<file path="config.mk">
export PLATFORM = sky130hd
export DESIGN_NAME = bwt_occ_responder
export DESIGN_NICKNAME = d
export VERILOG_FILES = /design/src/rtl/bwt_occ_responder.sv
export SDC_FILE = /design/constraint.sdc
export NUM_CORES = 2
export LEC_CHECK = 0
export BUFFER_PORTS_ARGS = -buffer_cell sky130_fd_sc_hd__buf_4
export CAP_MARGIN = 5
export CELL_PAD_IN_SITES_DETAIL_PLACEMENT = 0
export CELL_PAD_IN_SITES_GLOBAL_PLACEMENT = 1
export CORE_AREA = 2 2 544 546
export CTS_CLUSTER_SIZE = 14
export DETAILED_ROUTE_END_ITERATION = 10
export DIE_AREA = 0 0 546 548
export PLACE_DENSITY_LB_ADDON = 0.1
export SKIP_LAST_GASP = 1
export SYNTH_ARGS = -nofsm -noshare
export SYNTH_HDL_FRONTEND = slang
export SYNTH_SLANG_ARGS = --single-unit
export TNS_END_PERCENT = 50
</file>
<file path="constraint.sdc">
create_clock -name Clk_32UI -period 43.5 [get_ports Clk_32UI]
set_clock_uncertainty 0.05 [all_clocks]
set_input_delay 4.35 -clock Clk_32UI [delete_from_list [all_inputs] [get_ports Clk_32UI]]
set_output_delay 4.35 -clock Clk_32UI [all_outputs]
set_load 0.02 [all_outputs]
</file>
<file path="src/rtl/bwt_occ_responder.sv">
// bwt_occ_responder: buffers occurrence-table requests and fetches the k/l BWT lines from memory.
// Optional SAME_LINE_SHARE_EN: an equal k/l address issues one read that fills both count sets.
module bwt_occ_responder #(
  parameter int          FIFO_DEPTH = 16,
  parameter logic [31:0] BWT_BASE   = 32'h0000_0000
) (
  input  logic         Clk_32UI,
  input  logic         reset_BWT_extend,
  input  logic         DRAM_valid,
  input  logic [31:0]  addr_k,
  input  logic [31:0]  addr_l,
  output logic         mem_req_valid,
  input  logic         mem_req_ready,
  output logic [31:0]  mem_req_addr,
  input  logic         mem_rsp_valid,
  input  logic [511:0] mem_rsp_data,
  output logic         DRAM_get,
  output logic [31:0]  cnt_a0,
  output logic [31:0]  cnt_a1,
  output logic [31:0]  cnt_a2,
  output logic [31:0]  cnt_a3,
  output logic [63:0]  cnt_b0,
  output logic [63:0]  cnt_b1,
  output logic [63:0]  cnt_b2,
  output logic [63:0]  cnt_b3,
  output logic [31:0]  cntl_a0,
  output logic [31:0]  cntl_a1,
  output logic [31:0]  cntl_a2,
  output logic [31:0]  cntl_a3,
  output logic [63:0]  cntl_b0,
  output logic [63:0]  cntl_b1,
  output logic [63:0]  cntl_b2,
  output logic [63:0]  cntl_b3,
  output logic         fifo_overflow
);
  localparam int AW = $clog2(FIFO_DEPTH);
  localparam int CW = AW + 1;
  typedef enum logic [2:0] {IDLE, REQ_K, REQ_L, WAIT_K, WAIT_L, RESP} state_t;
  state_t r_state, w_next;
  logic [63:0]   r_fifo [FIFO_DEPTH];
  logic [AW-1:0] r_wp, r_rp;
  logic [CW-1:0] r_cnt;
  logic [31:0]   r_k, r_l;
  logic          r_kgot;
  logic [31:0]   r_ka [4];
  logic [63:0]   r_kb [4];
  logic [31:0]   r_la [4];
  logic [63:0]   r_lb [4];
  logic          w_empty, w_full, w_pop, w_push, w_same, w_lat_k, w_lat_l;
  logic          w_unused;
  assign w_unused = &{1'b0, mem_rsp_data[511:384]};
`ifdef SAME_LINE_SHARE_EN
  assign w_same = (r_k == r_l);
`else
  assign w_same = 1'b0;
`endif
  assign w_empty = (r_cnt == '0);
  assign w_full  = (r_cnt == CW'(FIFO_DEPTH));
  assign w_pop   = (r_state == IDLE) && !w_empty;
  assign w_push  = DRAM_valid && (!w_full || w_pop);
  // The k line may come back while the l request is still waiting for ready.
  assign w_lat_k = mem_rsp_valid && ((r_state == WAIT_K) || (r_state == REQ_L && !r_kgot));
  assign w_lat_l = mem_rsp_valid && ((r_state == WAIT_L) || (r_state == WAIT_K && w_same));
  assign mem_req_valid = (r_state == REQ_K) || (r_state == REQ_L);
  assign mem_req_addr  = BWT_BASE + ((r_state == REQ_L) ? r_l : r_k);
  assign DRAM_get      = (r_state == RESP);
  always_comb begin
    w_next = r_state;
    case (r_state)
      IDLE:    w_next = w_empty ? IDLE : REQ_K;
      REQ_K:   w_next = !mem_req_ready ? REQ_K : (w_same ? WAIT_K : REQ_L);
      REQ_L:   w_next = !mem_req_ready ? REQ_L : ((r_kgot || w_lat_k) ? WAIT_L : WAIT_K);
      WAIT_K:  w_next = !mem_rsp_valid ? WAIT_K : (w_same ? RESP : WAIT_L);
      WAIT_L:  w_next = mem_rsp_valid ? RESP : WAIT_L;
      RESP:    w_next = IDLE;
      default: w_next = IDLE;
    endcase
  end
  always_ff @(posedge Clk_32UI) begin
    if (w_push) r_fifo[r_wp] <= {addr_k, addr_l};
  end
  always_ff @(posedge Clk_32UI or posedge reset_BWT_extend) begin
    if (reset_BWT_extend) begin
      r_state       <= IDLE;
      r_wp          <= '0;
      r_rp          <= '0;
      r_cnt         <= '0;
      r_k           <= '0;
      r_l           <= '0;
      r_kgot        <= 1'b0;
      fifo_overflow <= 1'b0;
      for (int i = 0; i < 4; i++) begin
        r_ka[i] <= '0;
        r_kb[i] <= '0;
        r_la[i] <= '0;
        r_lb[i] <= '0;
      end
    end else begin
      r_state <= w_next;
      r_cnt   <= r_cnt + CW'(w_push) - CW'(w_pop);
      if (w_push) r_wp <= r_wp + 1'b1;
      if (DRAM_valid && !w_push) fifo_overflow <= 1'b1;
      if (w_pop) begin
        r_rp   <= r_rp + 1'b1;
        r_k    <= r_fifo[r_rp][63:32];
        r_l    <= r_fifo[r_rp][31:0];
        r_kgot <= 1'b0;
      end
      if (r_state == REQ_L && w_lat_k) r_kgot <= 1'b1;
      for (int i = 0; i < 4; i++) begin
        if (w_lat_k) begin
          r_ka[i] <= mem_rsp_data[32*i +: 32];
          r_kb[i] <= mem_rsp_data[128+64*i +: 64];
        end
        if (w_lat_l) begin
          r_la[i] <= mem_rsp_data[32*i +: 32];
          r_lb[i] <= mem_rsp_data[128+64*i +: 64];
        end
      end
    end
  end
  assign cnt_a0  = r_ka[0];
  assign cnt_a1  = r_ka[1];
  assign cnt_a2  = r_ka[2];
  assign cnt_a3  = r_ka[3];
  assign cnt_b0  = r_kb[0];
  assign cnt_b1  = r_kb[1];
  assign cnt_b2  = r_kb[2];
  assign cnt_b3  = r_kb[3];
  assign cntl_a0 = r_la[0];
  assign cntl_a1 = r_la[1];
  assign cntl_a2 = r_la[2];
  assign cntl_a3 = r_la[3];
  assign cntl_b0 = r_lb[0];
  assign cntl_b1 = r_lb[1];
  assign cntl_b2 = r_lb[2];
  assign cntl_b3 = r_lb[3];
endmodule
</file>
After elaboration in Yosys (flattened, before gate mapping):

Memory sizes are Yosys's and may differ from the RTL's. A register that Yosys moved wholly into a read port is not among the register bits.
Cells that the tools add are included.

* memory bits (read-only): 0
* bits of input ports: 581
* register bits after elaboration: 786
* latch bits: 0
* memories kept: 1
* bits in writable memories: 1024
* logic and storage cells: 63

* bitwise gates (word level): 0
* div/mod/pow operators: 0
* add/subtract/negate cells: 4
* $mul: 0
* reductions and logical operators: 18
* muxes and demuxes: 12
* $lt $le $gt $ge: 0
* equality and inequality tests: 6
* shift operators: 0

Memory list
* r_fifo: depth 16, bits a word 64, read ports 1, clocked after Yosys merged registers in 1, wr ports 1, line 40 `logic [63:0] r_fifo [FIFO_DEPTH];`

Operators with widths (count)
* 32-bit 2-to-1 mux: 1
* 3-bit case mux with 5 select lines: 1
* 3-bit 2-to-1 mux: 3
* 4-bit by 1-bit adder with 4-bit output (second input constant): 2
* 1-bit logical AND: 7
* 3-bit by 2-bit equality test with 1-bit output (second input constant): 2
* 3-bit equality test (second input constant): 2
* 1-bit 2-to-1 mux: 6
* 5-bit by 1-bit adder with 5-bit output: 1
* 5-bit equality test (second input constant): 1
* 5-bit zero test: 1
* 5-bit by 1-bit subtractor with 5-bit output: 1
* 1-bit zero test: 4
* 1-bit logical OR: 4
* 3-bit by 1-bit equality test with 1-bit output (second input constant): 1
* 3-bit zero test: 1
* 2-bit 2-to-1 mux: 1
* 2-bit nonzero test: 1

Logic depth before layout (Yosys ltp):

* depth in word-level cells: 8
* gate-level depth with buffers: 15

Worst setup path after synthesis:

OpenSTA, ideal clock, no wires.

* kind: input to register
* start point: in DRAM_valid
* end point: mem r_fifo[3][0] (enable)
* library setup time: 644 ps
* data arrival time: 10752 ps
* data required time: 42806 ps
* path slack: 32054 ps
* stages: 4
* cells stage by stage: o31a_1 > buf_2 > inv_2 > nor4_1

* longest elaborated chain between the ends: 3

Ends and longest elaborated chain
* from (decl): line 9 `input logic DRAM_valid,`
* 1-bit logical AND: line 60 `assign w_push = DRAM_valid && (!w_full || w_pop);`
* 1-bit 2-to-1 mux: line 80 `if (w_push) r_fifo[r_wp] <= {addr_k, addr_l};`
* 1-bit 2-to-1 mux (implied by the code): line 80
* to (decl): line 40

Every way passes these cells.

Worst setup path after layout:

* start point: in mem_rsp_valid
* end point: reg r_lb, in the netlist cntl_b0[45]

* longest elaborated chain between the ends: 1

Ends and longest elaborated chain
* from (decl): line 15 `input logic mem_rsp_valid,`
* 1-bit logical AND: line 63 `assign w_lat_l = mem_rsp_valid && ((r_state == WAIT_L) || (r_state == WAIT_K && w_same));`
* to (signal, indexed assignment): line 117 `r_lb[i] <= mem_rsp_data[128+64*i +: 64];`
* to (decl): line 48 `logic [63:0] r_lb [4];`

Every way passes these cells.
A chain may end at the register's enable or synchronous reset.

==> results.py <==
metrics = {
    "outcome": {
        "status": "finished, final reports clean",
    },
    "clock_tree": {
        "numCtsBuffers": 226,
        "clkSlewWorstSetupHoldPaths_ns": 0.06,
        "clock_latency_ns": 0.89,
        "post_cts_buffers": 0,
        "htree_levels": 4,
        "cts_root_buf": "clkbuf_16",
        "cts.sinks": 1874,
        "cts_hold_buf": 0,
        "cts-resized-gates": 0,
        "clockBufferDepth": 4,
        "cts_tree": "done",
    },
    "floorplan": {
        "coreArea_sq_mm": 0.2931,
        "die-area_sq_mm": 0.2992,
        "die_y_microns": 548,
        "num_rows": 199,
        "io_pins": 1384,
        "initial_utilization": 0.2400,
        "die_w_microns": 546,
    },
    "setup_path": {
        "worstSetupPathType": "in2reg",
        "required_ns": 44.17,
        "ff2ff_path_depth": 7,
        "cpMostUsedCell": "buf_4",
        "cp_max_fo": 130,
        "reg2reg_to": "cntl_b0[45]",
        "cp_slowest_stage_delay_ns": 0.87,
        "rrSetupSlack_ns": 37.72,
        "reg2reg_from": "r_state[1]",
        "critPathArrivalTime_ns": 9.29,
        "start_kind": "input port",
        "path_buf_inv": 5,
        "crit_slowest_cell": "buf_4",
        "path_cells": "buf_4 -> and3_4 -> buf_12 -> buf_4 -> buf_4 -> buf_4 -> mux2_1",
        "critPathCaptureType": "flop",
        "crit_family": "buffers and inverters",
    },
    "grt": {
        "antenna_found_initial": 166,
        "grt_use_met1": 0.3055,
        "grt_pass1_vias": 40840,
        "top_usage_layer": "met2",
        "grt_pass1_wl_microns": 439200,
        "track_usage": 0.2232,
        "grt-ovfl-total": 0,
        "grt_max_degree": 163,
        "met3_usage": 0.05989,
        "use_met2": 0.3552,
    },
    "timing": {
        "rsz0062_at_grt": "false",
        "setup_viol": 0,
        "min_period_over_period": 0.1981,
        "tightestPinTransition_ns": 1.040,
        "fin_hold_ws_ns": 0.4317,
        "hold_viol": 0,
        "fin_crit_ns": 8.619,
        "tns_ns": 0,
        "fmax_ghz": 0.1160,
        "max_slew_margin": 0.3063,
        "final-max-slew-violation-count": 0,
        "fin_ws_ns": 34.88,
    },
    "min_path": {
        "worstHoldStart": "cntl_b2[22]",
        "whs_endpoint": "cntl_b2[22]",
        "hold_path.class": "reg2reg",
        "hold_depth": 1,
    },
    "power": {
        "power_w": 0.007441,
        "power.leakage_nw": 35.56,
        "power_density_mw_per_mm2": 80.88,
        "vdd_drop_max_v": 0.00004899,
    },
    "route": {
        "via_count": 40610,
        "drt_iter0_drc": 3464,
        "wl_per_cell_microns": 38.07,
        "drt_wl_total_microns": 342300,
        "vias_per_cell": 4.517,
        "firstDrtPassIters": 7,
        "ant_nets": 0,
        "post-route-drc-count": 0,
    },
    "placed_design": {
        "placed_area_sq_mm": 0.08439,
        "port_buffers": 1255,
        "place_ws_ns": 34.09,
        "gp_congestion": 0.9480,
        "post-dp-hpwl_microns": 254500,
    },
    "logic_synthesis": {
        "syn_inst": 3485,
        "synth-main-ff-cell": "edfxtp_1",
        "synth.yosys.seq_area_share": 0.7396,
        "ys_warn_count": 0,
        "async_reset_ff_frac": 0.4536,
        "yosysUniqueCellTypes": 44,
        "syn-cell-area_sq_mm": 0.07034,
        "synth_fp_nets": 4078,
        "synth-seq-cells": 1874,
        "synth.avg_cell_area_sq_um": 20.18,
        "synth_edf_count": 1024,
    },
    "final_layout": {
        "fin_nets": 5433,
        "area_delta_synth_final_pct": 30.79,
        "layout-drive-gt1-share": 0.4113,
        "post-route-cell-area_sq_mm": 0.09199,
    },
    "run": {
        "max-cap-violations": 0,
    },
}
kinds of logic (layout without fill, tap and decap cells):
family                   Yosys count  count (layout)  share of synthesized area
buffers and inverters            209            1755                    0.01512
AO/OA/AOI/OAI                    209             209                    0.01765
flip-flops                      1874            1874                     0.7396
adder cells (fa/ha/maj)           12              12                   0.002241
XOR/XNOR                          11              11                   0.001370
other                              0              41                          0
multiplexers                    1120            1120                     0.2203
AND/OR/NAND/NOR                   50              50                   0.003753
cells in the mapped netlist (13+ instances only):
library cell	number	area share
edfxtp_1	1024	0.44
dfrtp_1	850	0.30
mux2_1	738	0.12
mux4_2	256	0.082
o22ai_1	128	0.011
mux2_2	126	0.020
buf_2	115	0.0082
a21oi_1	69	0.0049
clkbuf_1	42	0.0022
buf_4	16	0.0017
inv_1	13	0.00069
worst max path at each step:
stage / from / end / slack (ns) / depth (start not counted)
final: mem_rsp_valid / cntl_b0[45] / 34.88 / 7
after global routing: mem_rsp_valid / cntl_b0[45] / 34.74 / 7
after CTS: mem_rsp_valid / cntl_b0[45] / 35.03 / 7
after detailed placement: mem_rsp_valid / cntl_b0[45] / 34.09 / 7
after global placement: mem_rsp_valid / cntl_b0[31] / 34.10 / 7
after floorplan: reset_BWT_extend / cnt_a0[0] / 15.22 / 1
per-layer routing:
| layer | wire length, microns | vias up |
|---|---|---|
| met5 | 163 | - |
| li1 | - | 16460 |
| met3 | 27270 | 477 |
| met4 | 7550 | 22 |
| met1 | 148500 | 22140 |
| met2 | 158800 | 1510 |
area by class of cell:
type | instances | area [sq um]
sequential | 1874 | 52030
timing repair buffer | 1320 | 10010
tap | 3919 | 4903
antenna | 41 | 102.6
clock inverter | 82 | 862.1
clock buffer | 337 | 6636
fill | 28910 | 201100
multi-input combinational | 1402 | 17380
inverter | 16 | 72.57
report_power, final:
group          internal (W)  switching (W)
Combinational       0.00110        0.00173
Clock               0.00114       0.000788
Sequential          0.00238       0.000304
Total               0.00462        0.00282
registers in the layout, summed over array words and instances, names as in the netlist, 32 cells and up:
signal and flops:
cntl_b1 64, cntl_a3 32, r_fifo 1024, cntl_a2 32, cnt_a3 32, cnt_b0 64, cnt_b1 64, cnt_b2 64
cnt_a0 32, cntl_a1 32, cnt_a1 32, cnt_a2 32, cntl_b3 64, cntl_b0 64, r_l 32, cntl_b2 64
cnt_b3 64, r_k 32, cntl_a0 32
layout by cell type (no fill, tap or decap), types with 8 or more instances in the layout:
cell type,instances
o22ai_1,128
buf_4,1312
clkbuf_1,58
a21oi_1,69
inv_1,12
ha_1,11
clkbuf_8,50
diode_2,41
dfrtp_1,847
buf_12,8
clkbuf_16,229
clkinv_2,31
mux2_2,126
mux4_2,256
bufinv_16,15
mux2_1,738
xnor2_1,9
nand2_1,11
clkinv_1,25
edfxtp_1,1024
worst register-to-register path, stage by stage, from the launching register on:
cell and delay [ns]:
dfrtp_1 0.50, nor2b_1 0.24, and3_4 0.76, buf_12 0.65, buf_4 1.07, buf_4 0.94, buf_4 0.93, mux2_1 0.48
stage by stage:
| stage | instances | utilization |
|---|---|---|
| final | 8991 | 0.3139 |
| after global routing | 8966 | 0.3137 |
| after CTS | 8950 | 0.3136 |
| after detailed placement | 8531 | 0.2880 |
| after global placement | 8531 | 0.2880 |
| after floorplan | 3485 | - |
Note: power is estimated with default switching activity, not from simulation.
